<file path="src/rtl/alu_pkg.sv">
// Shared constants for the 8-bit ALU and its operand sequencer: datapath widths,
// function codes and the sequencer state encoding.
package alu_pkg;

  localparam int ALU_WIDTH  = 8;
  localparam int ALU_FUNC_W = 3;

  localparam logic [2:0] FUNC_ADD  = 3'b000;  // a + b + carry-in
  localparam logic [2:0] FUNC_SUB  = 3'b001;  // a - b - carry-in, carry-out = borrow
  localparam logic [2:0] FUNC_AND  = 3'b010;
  localparam logic [2:0] FUNC_OR   = 3'b011;
  localparam logic [2:0] FUNC_XOR  = 3'b100;
  localparam logic [2:0] FUNC_SHL  = 3'b101;  // carry-in shifts into bit 0
  localparam logic [2:0] FUNC_SHR  = 3'b110;  // carry-in shifts into the MSB
  localparam logic [2:0] FUNC_PASS = 3'b111;  // result = b

  typedef enum logic [1:0] {
    ST_IDLE  = 2'd0,
    ST_GET_B = 2'd1,
    ST_EXEC  = 2'd2,
    ST_OUT   = 2'd3
  } seq_state_e;

endpackage

</file>
<file path="src/rtl/alu_flag_reg.sv">
// Stored C/Z/N flags: a capture from the ALU takes priority over a clear.
module alu_flag_reg (
  input  logic clk,
  input  logic rst,
  input  logic clr,
  input  logic cap,
  input  logic c_d,
  input  logic z_d,
  input  logic n_d,
  output logic c_q,
  output logic z_q,
  output logic n_q
);

  // flag storage with capture-over-clear priority
  always_ff @(posedge clk) begin
    if (rst) begin
      c_q <= 1'b0;
      z_q <= 1'b0;
      n_q <= 1'b0;
    end else if (cap) begin
      c_q <= c_d;
      z_q <= z_d;
      n_q <= n_d;
    end else if (clr) begin
      c_q <= 1'b0;
      z_q <= 1'b0;
      n_q <= 1'b0;
    end
  end

endmodule

</file>
<file path="src/rtl/alu_operand_sequencer.sv">
// Collects operand A then B from one byte stream, drives the ALU from registers and
// holds the captured result and flags for a downstream valid/ready handshake.
module alu_operand_sequencer
  import alu_pkg::*;
#(
  parameter int WIDTH  = ALU_WIDTH,
  parameter int FUNC_W = ALU_FUNC_W
) (
  input  logic              clk,
  input  logic              rst,
  input  logic              in_valid,
  output logic              in_ready,
  input  logic [WIDTH-1:0]  in_data,
  input  logic [FUNC_W-1:0] in_func,
  input  logic              in_use_carry,
  input  logic              flag_clr,
  output logic [WIDTH-1:0]  alu_a,
  output logic [WIDTH-1:0]  alu_b,
  output logic              alu_cin,
  output logic [FUNC_W-1:0] alu_func,
  input  logic [WIDTH-1:0]  alu_result,
  input  logic              alu_cout,
  input  logic              alu_zero,
  input  logic              alu_neg,
  output logic              out_valid,
  input  logic              out_ready,
  output logic [WIDTH-1:0]  out_result,
  output logic              flag_c,
  output logic              flag_z,
  output logic              flag_n
);

  seq_state_e state_r;
  seq_state_e state_nxt_s;
  logic       load_a_s;
  logic       load_b_s;
  logic       capture_s;
  logic       use_carry_r;

  // next-state and load-enable decode
  always_comb begin
    state_nxt_s = state_r;
    load_a_s    = 1'b0;
    load_b_s    = 1'b0;
    capture_s   = 1'b0;
    case (state_r)
      ST_IDLE: begin
        if (in_valid && in_ready) begin
          load_a_s    = 1'b1;
          state_nxt_s = ST_GET_B;
        end else begin
          state_nxt_s = ST_IDLE;
        end
      end
      ST_GET_B: begin
        if (in_valid && in_ready) begin
          load_b_s    = 1'b1;
          state_nxt_s = ST_EXEC;
        end else begin
          state_nxt_s = ST_GET_B;
        end
      end
      ST_EXEC: begin
        capture_s   = 1'b1;
        state_nxt_s = ST_OUT;
      end
      ST_OUT: begin
        if (out_ready) begin
          state_nxt_s = ST_IDLE;
        end else begin
          state_nxt_s = ST_OUT;
        end
      end
      default: begin
        state_nxt_s = ST_IDLE;
      end
    endcase
  end

  // state register
  always_ff @(posedge clk) begin
    if (rst) begin
      state_r <= ST_IDLE;
    end else begin
      state_r <= state_nxt_s;
    end
  end

  // operand, result and handshake registers; handshakes are decoded from next state
  always_ff @(posedge clk) begin
    if (rst) begin
      alu_a       <= {WIDTH{1'b0}};
      alu_b       <= {WIDTH{1'b0}};
      alu_func    <= {FUNC_W{1'b0}};
      alu_cin     <= 1'b0;
      use_carry_r <= 1'b0;
      out_result  <= {WIDTH{1'b0}};
      in_ready    <= 1'b1;
      out_valid   <= 1'b0;
    end else begin
      if (load_a_s) begin
        alu_a       <= in_data;
        alu_func    <= in_func;
        use_carry_r <= in_use_carry;
      end
      // a clear landing on the B beat means the chained carry is already gone
      if (load_b_s) begin
        alu_b   <= in_data;
        alu_cin <= use_carry_r & flag_c & ~flag_clr;
      end
      if (capture_s) begin
        out_result <= alu_result;
      end
      in_ready  <= (state_nxt_s == ST_IDLE) || (state_nxt_s == ST_GET_B);
      out_valid <= (state_nxt_s == ST_OUT);
    end
  end

  alu_flag_reg u_flags (
    .clk (clk),
    .rst (rst),
    .clr (flag_clr),
    .cap (capture_s),
    .c_d (alu_cout),
    .z_d (alu_zero),
    .n_d (alu_neg),
    .c_q (flag_c),
    .z_q (flag_z),
    .n_q (flag_n)
  );

endmodule

</file>
<file path="config.mk">
export PLATFORM = sky130hd
export DESIGN_NAME = alu_operand_sequencer
export DESIGN_NICKNAME = d
export VERILOG_FILES = /design/src/rtl/alu_pkg.sv /design/src/rtl/alu_flag_reg.sv /design/src/rtl/alu_operand_sequencer.sv
export SDC_FILE = /design/constraint.sdc
export NUM_CORES = 1
export LEC_CHECK = 0
export CORE_MARGIN = 4
export CORE_UTILIZATION = 60
export CTS_BUF_LIST = sky130_fd_sc_hd__clkbuf_8 sky130_fd_sc_hd__clkbuf_16
export DETAILED_ROUTE_END_ITERATION = 12
export DONT_BUFFER_PORTS = 1
export GPL_TIMING_DRIVEN = 0
export PLACE_DENSITY = 0.76
export SLEW_MARGIN = 20
export SYNTH_ARGS = -nofsm -noshare
export SYNTH_HDL_FRONTEND = slang
export SYNTH_SLANG_ARGS = --single-unit
export TNS_END_PERCENT = 5
</file>
<file path="constraint.sdc">
create_clock -name clk -period 1.57 [get_ports clk]
set_input_delay 0.3925 -clock clk [delete_from_list [all_inputs] [get_ports clk]]
set_output_delay 0.3925 -clock clk [all_outputs]
set_load 0.005 [all_outputs]
</file>
==> results.md, run 1 <==
* Bufs on Longest Clock Path at 2
* Period utilization at 0.790
* Core area at 2040 sq um
* Yosys reg bits at 36
* Antenna viol nets, final at 0
* Number of setup violations in the final report at 0
* First-pass iteration count of the detailed router at 4
* Layout Utilization at 0.718
* Reg area at 721 sq um
* Int Power at 0.00140 W
* CP Class: register to register
* Setup crit end kind: register
* Final min period at 1.24 ns
* VDD IR max at 836 uV
* MaxCap Viol Count at 0
* Synth area leader: dfxtp_1
* Cell count after synthesis at 160
* WL/cell at 14.8 um
* Top cell type's share of synthesized area at 0.538
* Slowest cell delay on critical path at 0.34 ns
* Setup_tns at 0 ns
* Clk_lat worst skew at 0.28 ns
* Synth top area cells: dfxtp_1, nand2_1, a21oi_1
* Largest net degree at the start of global routing at 12
* Setup Buffers After CTS at 0
* Initial antenna violation count at 0
* Peak Freq at 0.806 GHz
* Fill cells at 172
* Yosys cell types at 23
* Resize count post-CTS at 0
* CTS Root Cell: clkbuf_8
* Most frequent cells in the layout: nand2_1, dfxtp_1, a21oi_1
* Post-synthesis instance area at 1340 sq um
* Die Height at 55.2 um
* Hold Violations, Final at 0
* Syn Area/Cell at 8.37 sq um
* P_sw at 0.000474 W
* TritonCTS buffer count at 5
* Worst Hold Class: input pin to register
* Die X-Extent at 55.2 um
* Sequential area share after synthesis at 0.538
* Power Density at 1280 nW/um^2
* Final wirelength at 2880 um
* ANT cells at 0
* H-Tree Depth at 2
* Initial Util at 0.656
* Vias post-DR at 1,059
* All-Layer GR Usage at 0.190
* Vias in the first global route at 998
* Register share of total power at 0.541
* # rows at 16
* Detailed Place HPWL at 2090 um
* Status: complete, no violations
* Logic pwr share at 0.113
* Slew Limit Fails at 0
* Startpoint Class: register
* Arrival time of the worst setup path at 1.45 ns
* Worst rel slew slack at 0.604
* Post-DR vias/cell at 5.43
* Sw frac at 0.252
* Leak at 0.527 nW
* Most common cell after layout, fill and taps aside: nand2_1
* RSZ-0062 raised after global routing: false
* I/O Buffers at 0
* Crit path max-delay family: simple AND/OR/NAND/NOR gates
* Layout Skew at 0.00478 ns
* Worst path cell trace: buf_2 > and4bb_1 > buf_6 > nand2_1 > a21oi_2
* Synth Warn # at 0
* Synthesis-to-layout area growth at 9.44%
* Cts hold-fix bufs at 0
* Sum of buffers and inverters on the critical path at 2
* Final WS setup at 0.330 ns
* CP max FO at 10
* Gpl congestion at 0.712
* TritonCTS clock tree: yes
* DRC violations left at 0
* Full die area at 3050 sq um
* Total power at 0.00188 W
* Nets@finish at 195
* Synthesized net count at 188
* Slowest cell on the critical path: and4bb_1
* WP data required at 1.78 ns
* Sink Count at 36
* Clock power share at 0.346
* Pre-CTS WS at 0.190 ns
* Worst slew pin tran at 0.595 ns
* Multi-input logic area at 553 sq um
* Starting DRT DRC Count at 19
* GRT overflow at 0
* First-pass GRT wire length at 4570 um
* I/O pin total at 61
* Layout cells sized above 1 at 0.143
* Clk pin slew, worst setup/hold paths at 0.07 ns
==> flip-flops by register name, summed over array words and instances (netlist names) <==
| register | flops |
|---|---|
| u_flags.c_q | 1 |
| alu_func | 3 |
| out_result | 8 |
| alu_a | 8 |
| in_ready | 1 |
| u_flags.z_q | 1 |
| out_valid | 1 |
| alu_cin | 1 |
| use_carry_r | 1 |
| u_flags.n_q | 1 |
| state_r | 2 |
| alu_b | 8 |
==> logic make-up (layout without fill, tap and decap cells) <==
kind of cell / count (synthesis) / in the layout / synth area share
simple gates: 77 / 77 / 0.255
buf+inv: 12 / 20 / 0.0486
flops: 36 / 36 / 0.538
compound gates: 35 / 35 / 0.158
==> power groups by stage <==
stage	logic (W)	clock network [W]	registers, W
2_1_floorplan	0.000174	0	0.00103
3_3_place_gp	0.000205	0	0.00104
3_5_place_dp	0.000212	0	0.00104
4_1_cts	0.000214	0.000669	0.00102
5_1_grt	0.000239	0.000715	0.00102
6_report	0.000213	0.000650	0.00102
==> Yosys cell counts <==
cell type	instances
a211oi_1	1
a21oi_1	24
a21oi_2	8
a221oi_1	1
and4b_1	1
and4bb_1	1
buf_1	2
buf_2	4
buf_4	2
buf_6	1
clkbuf_1	2
dfxtp_1	36
inv_1	1
nand2_1	63
nand2b_1	1
nand3_1	1
nand3b_1	2
nand4b_2	1
nand4bb_1	1
nor2_1	3
nor2b_1	2
o21ai_0	1
or2_1	1
==> worst paths after layout <==
check           endpoint  depth (start not counted)         from  slack (ns)
min reg2reg  use_carry_r                          2  use_carry_r        0.46
min            out_valid                          1    out_ready        0.23
max reg2reg     alu_a[7]                          5   state_r[0]        0.33
max             alu_a[7]                          5   state_r[0]        0.33
==> metal layers <==
layer,up-vias,GRT usage,share of wire
met2,42,0.321,0.53
met1,475,0.199,0.36
met5,-,0,0
li1,535,-,-
met4,0,0.0833,0.015
met3,7,0.0909,0.10
==> area by class of cell <==
cell class                      instances  share of cell area
Sequential cell                        36               0.492
Inverter                                1             0.00256
Clock inverter                          2             0.00683
Tap cell                               27              0.0231
Multi-Input combinational cell        112               0.377
Buffer                                 11              0.0418
Clock buffer                            6              0.0564
==> through the flow <==
step	hold WS [ns]	area [sq um]	std cells
finish	0.234	1470	195
global route	0.224	1470	195
CTS	0.230	1470	195
detailed placement	0.456	1370	187
global placement	0.446	1370	187
floorplan	0.437	1340	160
(Power assumes the default switching activity.)
==> inputs of run 2 (changes only) <==
--- a/config.mk
+++ b/config.mk
@@ -6,12 +6,12 @@
 export NUM_CORES = 1
 export LEC_CHECK = 0
 export CORE_MARGIN = 4
-export CORE_UTILIZATION = 60
+export CORE_UTILIZATION = 54
 export CTS_BUF_LIST = sky130_fd_sc_hd__clkbuf_8 sky130_fd_sc_hd__clkbuf_16
 export DETAILED_ROUTE_END_ITERATION = 12
 export DONT_BUFFER_PORTS = 1
 export GPL_TIMING_DRIVEN = 0
-export PLACE_DENSITY = 0.76
+export PLACE_DENSITY = 0.72
 export SLEW_MARGIN = 20
 export SYNTH_ARGS = -nofsm -noshare
 export SYNTH_HDL_FRONTEND = slang
==> constraint.sdc (replaced) <==
create_clock -name clk -period 1 [get_ports clk]
set_input_delay 0.25 -clock clk [delete_from_list [all_inputs] [get_ports clk]]
set_output_delay 0.25 -clock clk [all_outputs]
set_load 0.005 [all_outputs]
==> results.md, run 2 (same netlist as run 1, synthesis figures left out) <==
* Status: finished, violations left
* Failing checks: negative setup slack
* Hold Crit Start: out_ready
* Crit path max-delay family: simple AND/OR/NAND/NOR gates
* Number of setup violations in the final report at 23 (+23)
* Arrival time of the worst setup path at 1.32 ns (-0.13 ns)
* R2R Setup Slk at -0.10 ns (-0.43 ns)
* Sw frac at 0.261 (+0.00910)
* Leak at 0.563 nW (+6.8%)
* Final WS setup at -0.103 ns (-0.433 ns)
* Hold Violations, Final at 0 (unchanged)
* Startpoint Class: register
* Bufs on Longest Clock Path at 2 (unchanged)
* CP max FO at 7 (-3)
* Worst Hold Class: input pin to register
* Worst rel slew slack at 0.595 (-0.00841)
* Largest net degree at the start of global routing at 11 (-1)
* P_sw at 0.000773 W (+63%)
* Initial antenna violation count at 0 (unchanged)
* I/O Buffers at 0 (unchanged)
* Clock power share at 0.314 (-0.032)
* I/O pin total at 61 (unchanged)
* DRC violations left at 0 (unchanged)
* Worst path cell trace: and4bb_2 > buf_6 > nand2_1 > a21oi_2
* CTS Root Cell: clkbuf_8
* Starting DRT DRC Count at 42 (+23)
* Antenna viol nets, final at 0 (unchanged)
* TritonCTS clock tree: yes
* GRT overflow at 0 (unchanged)
* Final Cell Area at 1580 sq um (+7.8%)
* TritonCTS buffer count at 5 (unchanged)
* Layout Utilization at 0.694 (-0.0237)
* Slew Limit Fails at 0 (unchanged)
* # rows at 17 (+1)
* Hold endpoint: out_valid
* Gpl congestion at 0.741 (+4.0%)
* Reg2reg start: state_r[0]
* Vias post-DR at 1,106 (+4.4%)
* WP data required at 1.21 ns (-0.57 ns)
* Power Density at 1870 nW/um^2 (+46%)
* Int Power at 0.00218 W (+56%)
* Sink Count at 36 (unchanged)
* VDD IR max at 1180 uV (+41%)
* Sum of buffers and inverters on the critical path at 1 (-1)
* Core area at 2280 sq um (+11%)
* Detailed Place HPWL at 2080 um (-0.65%)
* Logic pwr share at 0.140 (+0.027)
* WHS at 0.0921 ns (-0.142 ns)
* Peak Freq at 0.906 GHz (+12%)
* Layout Skew at 0.00488 ns (+0.0000934 ns)
* Clk_lat worst skew at 0.28 ns (about the same)
* Biggest regs: alu_a x8, alu_b x8, out_result x8
* Layout cells sized above 1 at 0.240 (+0.0969)
* Worst slew pin tran at 0.607 ns (+0.0126 ns)
* Slowest cell delay on critical path at 0.37 ns (+0.03 ns)
* Die X-Extent at 57.8 um (+4.6%)
* Final wirelength at 3050 um (+6.0%)
* Vias in the first global route at 1,108 (+11%)
* Cts hold-fix bufs at 0 (unchanged)
* CP Class: register to register
* ANT cells at 0 (unchanged)
* H-Tree Depth at 2 (unchanged)
* First-pass iteration count of the detailed router at 4 (unchanged)
* Clk pin slew, worst setup/hold paths at 0.06 ns (about the same)
* Die Height at 57.8 um (+4.6%)
* Setup crit end kind: register
* WL/cell at 15.3 um (+3.9%)
* Initial Util at 0.588 (-0.0674)
* Hold Path Depth at 1 (unchanged)
* R2R Path End: alu_a[1]
* Reg2Reg Depth at 4 (-1)
* Final min period at 1.10 ns (-0.137 ns)
* Full die area at 3340 sq um (+9.5%)
* Synthesis-to-layout area growth at 17.9%
* Nets@finish at 199 (+2.1%)
* Most common cell after layout, fill and taps aside: nand2_1
* All-Layer GR Usage at 0.194 (+0.00346)
* Total power at 0.00296 W (+57%)
* Period utilization at 1.10 (+0.313)
* Most frequent cells in the layout: nand2_1, dfxtp_1, a21oi_1, a21oi_2, buf_6
* Register share of total power at 0.546 (+0.005)
* Post-DR vias/cell at 5.56 (+2.3%)
* First-pass GRT wire length at 4870 um (+6.7%)
* MaxCap Viol Count at 0 (unchanged)
* Area after DPL at 1380 sq um (+0.73%)
* Slowest cell on the critical path: dfxtp_4
* RSZ-0062 raised after global routing: true
[run 2: changes by cell type in the layout (fill, tap and decap cells not counted), moves of 2 or more]
cell and delta:
dfxtp_4 +3, a21oi_1 -8, dfxtp_1 -3, buf_6 +6, a21oi_2 +8, buf_2 -4
buf_4 +2
[run 2: area by class of cell]
type                            instances  area [sq um]
Inverter                                1          3.75
Sequential cell                        36           732
Timing Repair Buffer                    6          52.6
Buffer                                  9          71.3
Tap cell                               28          35.0
Fill cell                             191           697
Multi-Input combinational cell        112           607
Clock inverter                          2          8.76
Clock buffer                            5          68.8
[run 2: through the flow]
stage,TNS [ns],worst slack [ns],instances
final,-1.11,-0.103,199
after global routing,-3.16,-0.148,199
after CTS,-1.83,-0.101,198
after detailed placement,-6.33,-0.276,188
after global placement,-5.86,-0.263,188
after floorplan,-0.906,-0.0671,160
[run 2: repair_timing]
item                       in CTS  in global routing
setup endpoints to repair      34                 36
resized for setup              20                 13
gates cloned                    2                  0
hold endpoints to repair        0                  0
pin swaps                       5                  3
setup buffers                   3                  1
[run 2: how the worst max path moves through the flow]
stage / start / end / slack, ns / depth (start not counted)
after floorplan: state_r[0] / alu_a[0] / -0.07 / 5
after global placement: rst / use_carry_r / -0.26 / 3
after detailed placement: rst / u_flags.n_q / -0.28 / 3
after CTS: state_r[0] / alu_a[1] / -0.10 / 4
after global routing: state_r[0] / alu_a[1] / -0.15 / 4
final: state_r[0] / alu_a[1] / -0.10 / 4
[run 2: per-layer routing]
metal  vias up  wire (um)  global-route usage
met5         -          0                   0
met4         0         62               0.106
met3         7        322              0.0735
met2        46       1440               0.311
met1       509       1230               0.220
li1        544          -                   -
[run 2: power by group through the flow]
stage / sequential (W) / combinational [W] / clock (W)
global placement: 0.00163 / 0.000332 / 0
global route: 0.00163 / 0.000459 / 0.00103
CTS: 0.00162 / 0.000375 / 0.000947
floorplan: 0.00161 / 0.000282 / 0
finish: 0.00161 / 0.000413 / 0.000929
detailed placement: 0.00163 / 0.000339 / 0
==> inputs of run 3 (changes only) <==
--- a/config.mk
+++ b/config.mk
@@ -8,6 +8,8 @@
 export CORE_MARGIN = 4
 export CORE_UTILIZATION = 54
 export CTS_BUF_LIST = sky130_fd_sc_hd__clkbuf_8 sky130_fd_sc_hd__clkbuf_16
+export CTS_CLUSTER_DIAMETER = 80
+export CTS_CLUSTER_SIZE = 12
 export DETAILED_ROUTE_END_ITERATION = 12
 export DONT_BUFFER_PORTS = 1
 export GPL_TIMING_DRIVEN = 0
==> results of run 3 <==
The final DEF is identical to that of run 2; final timing and power are the same.
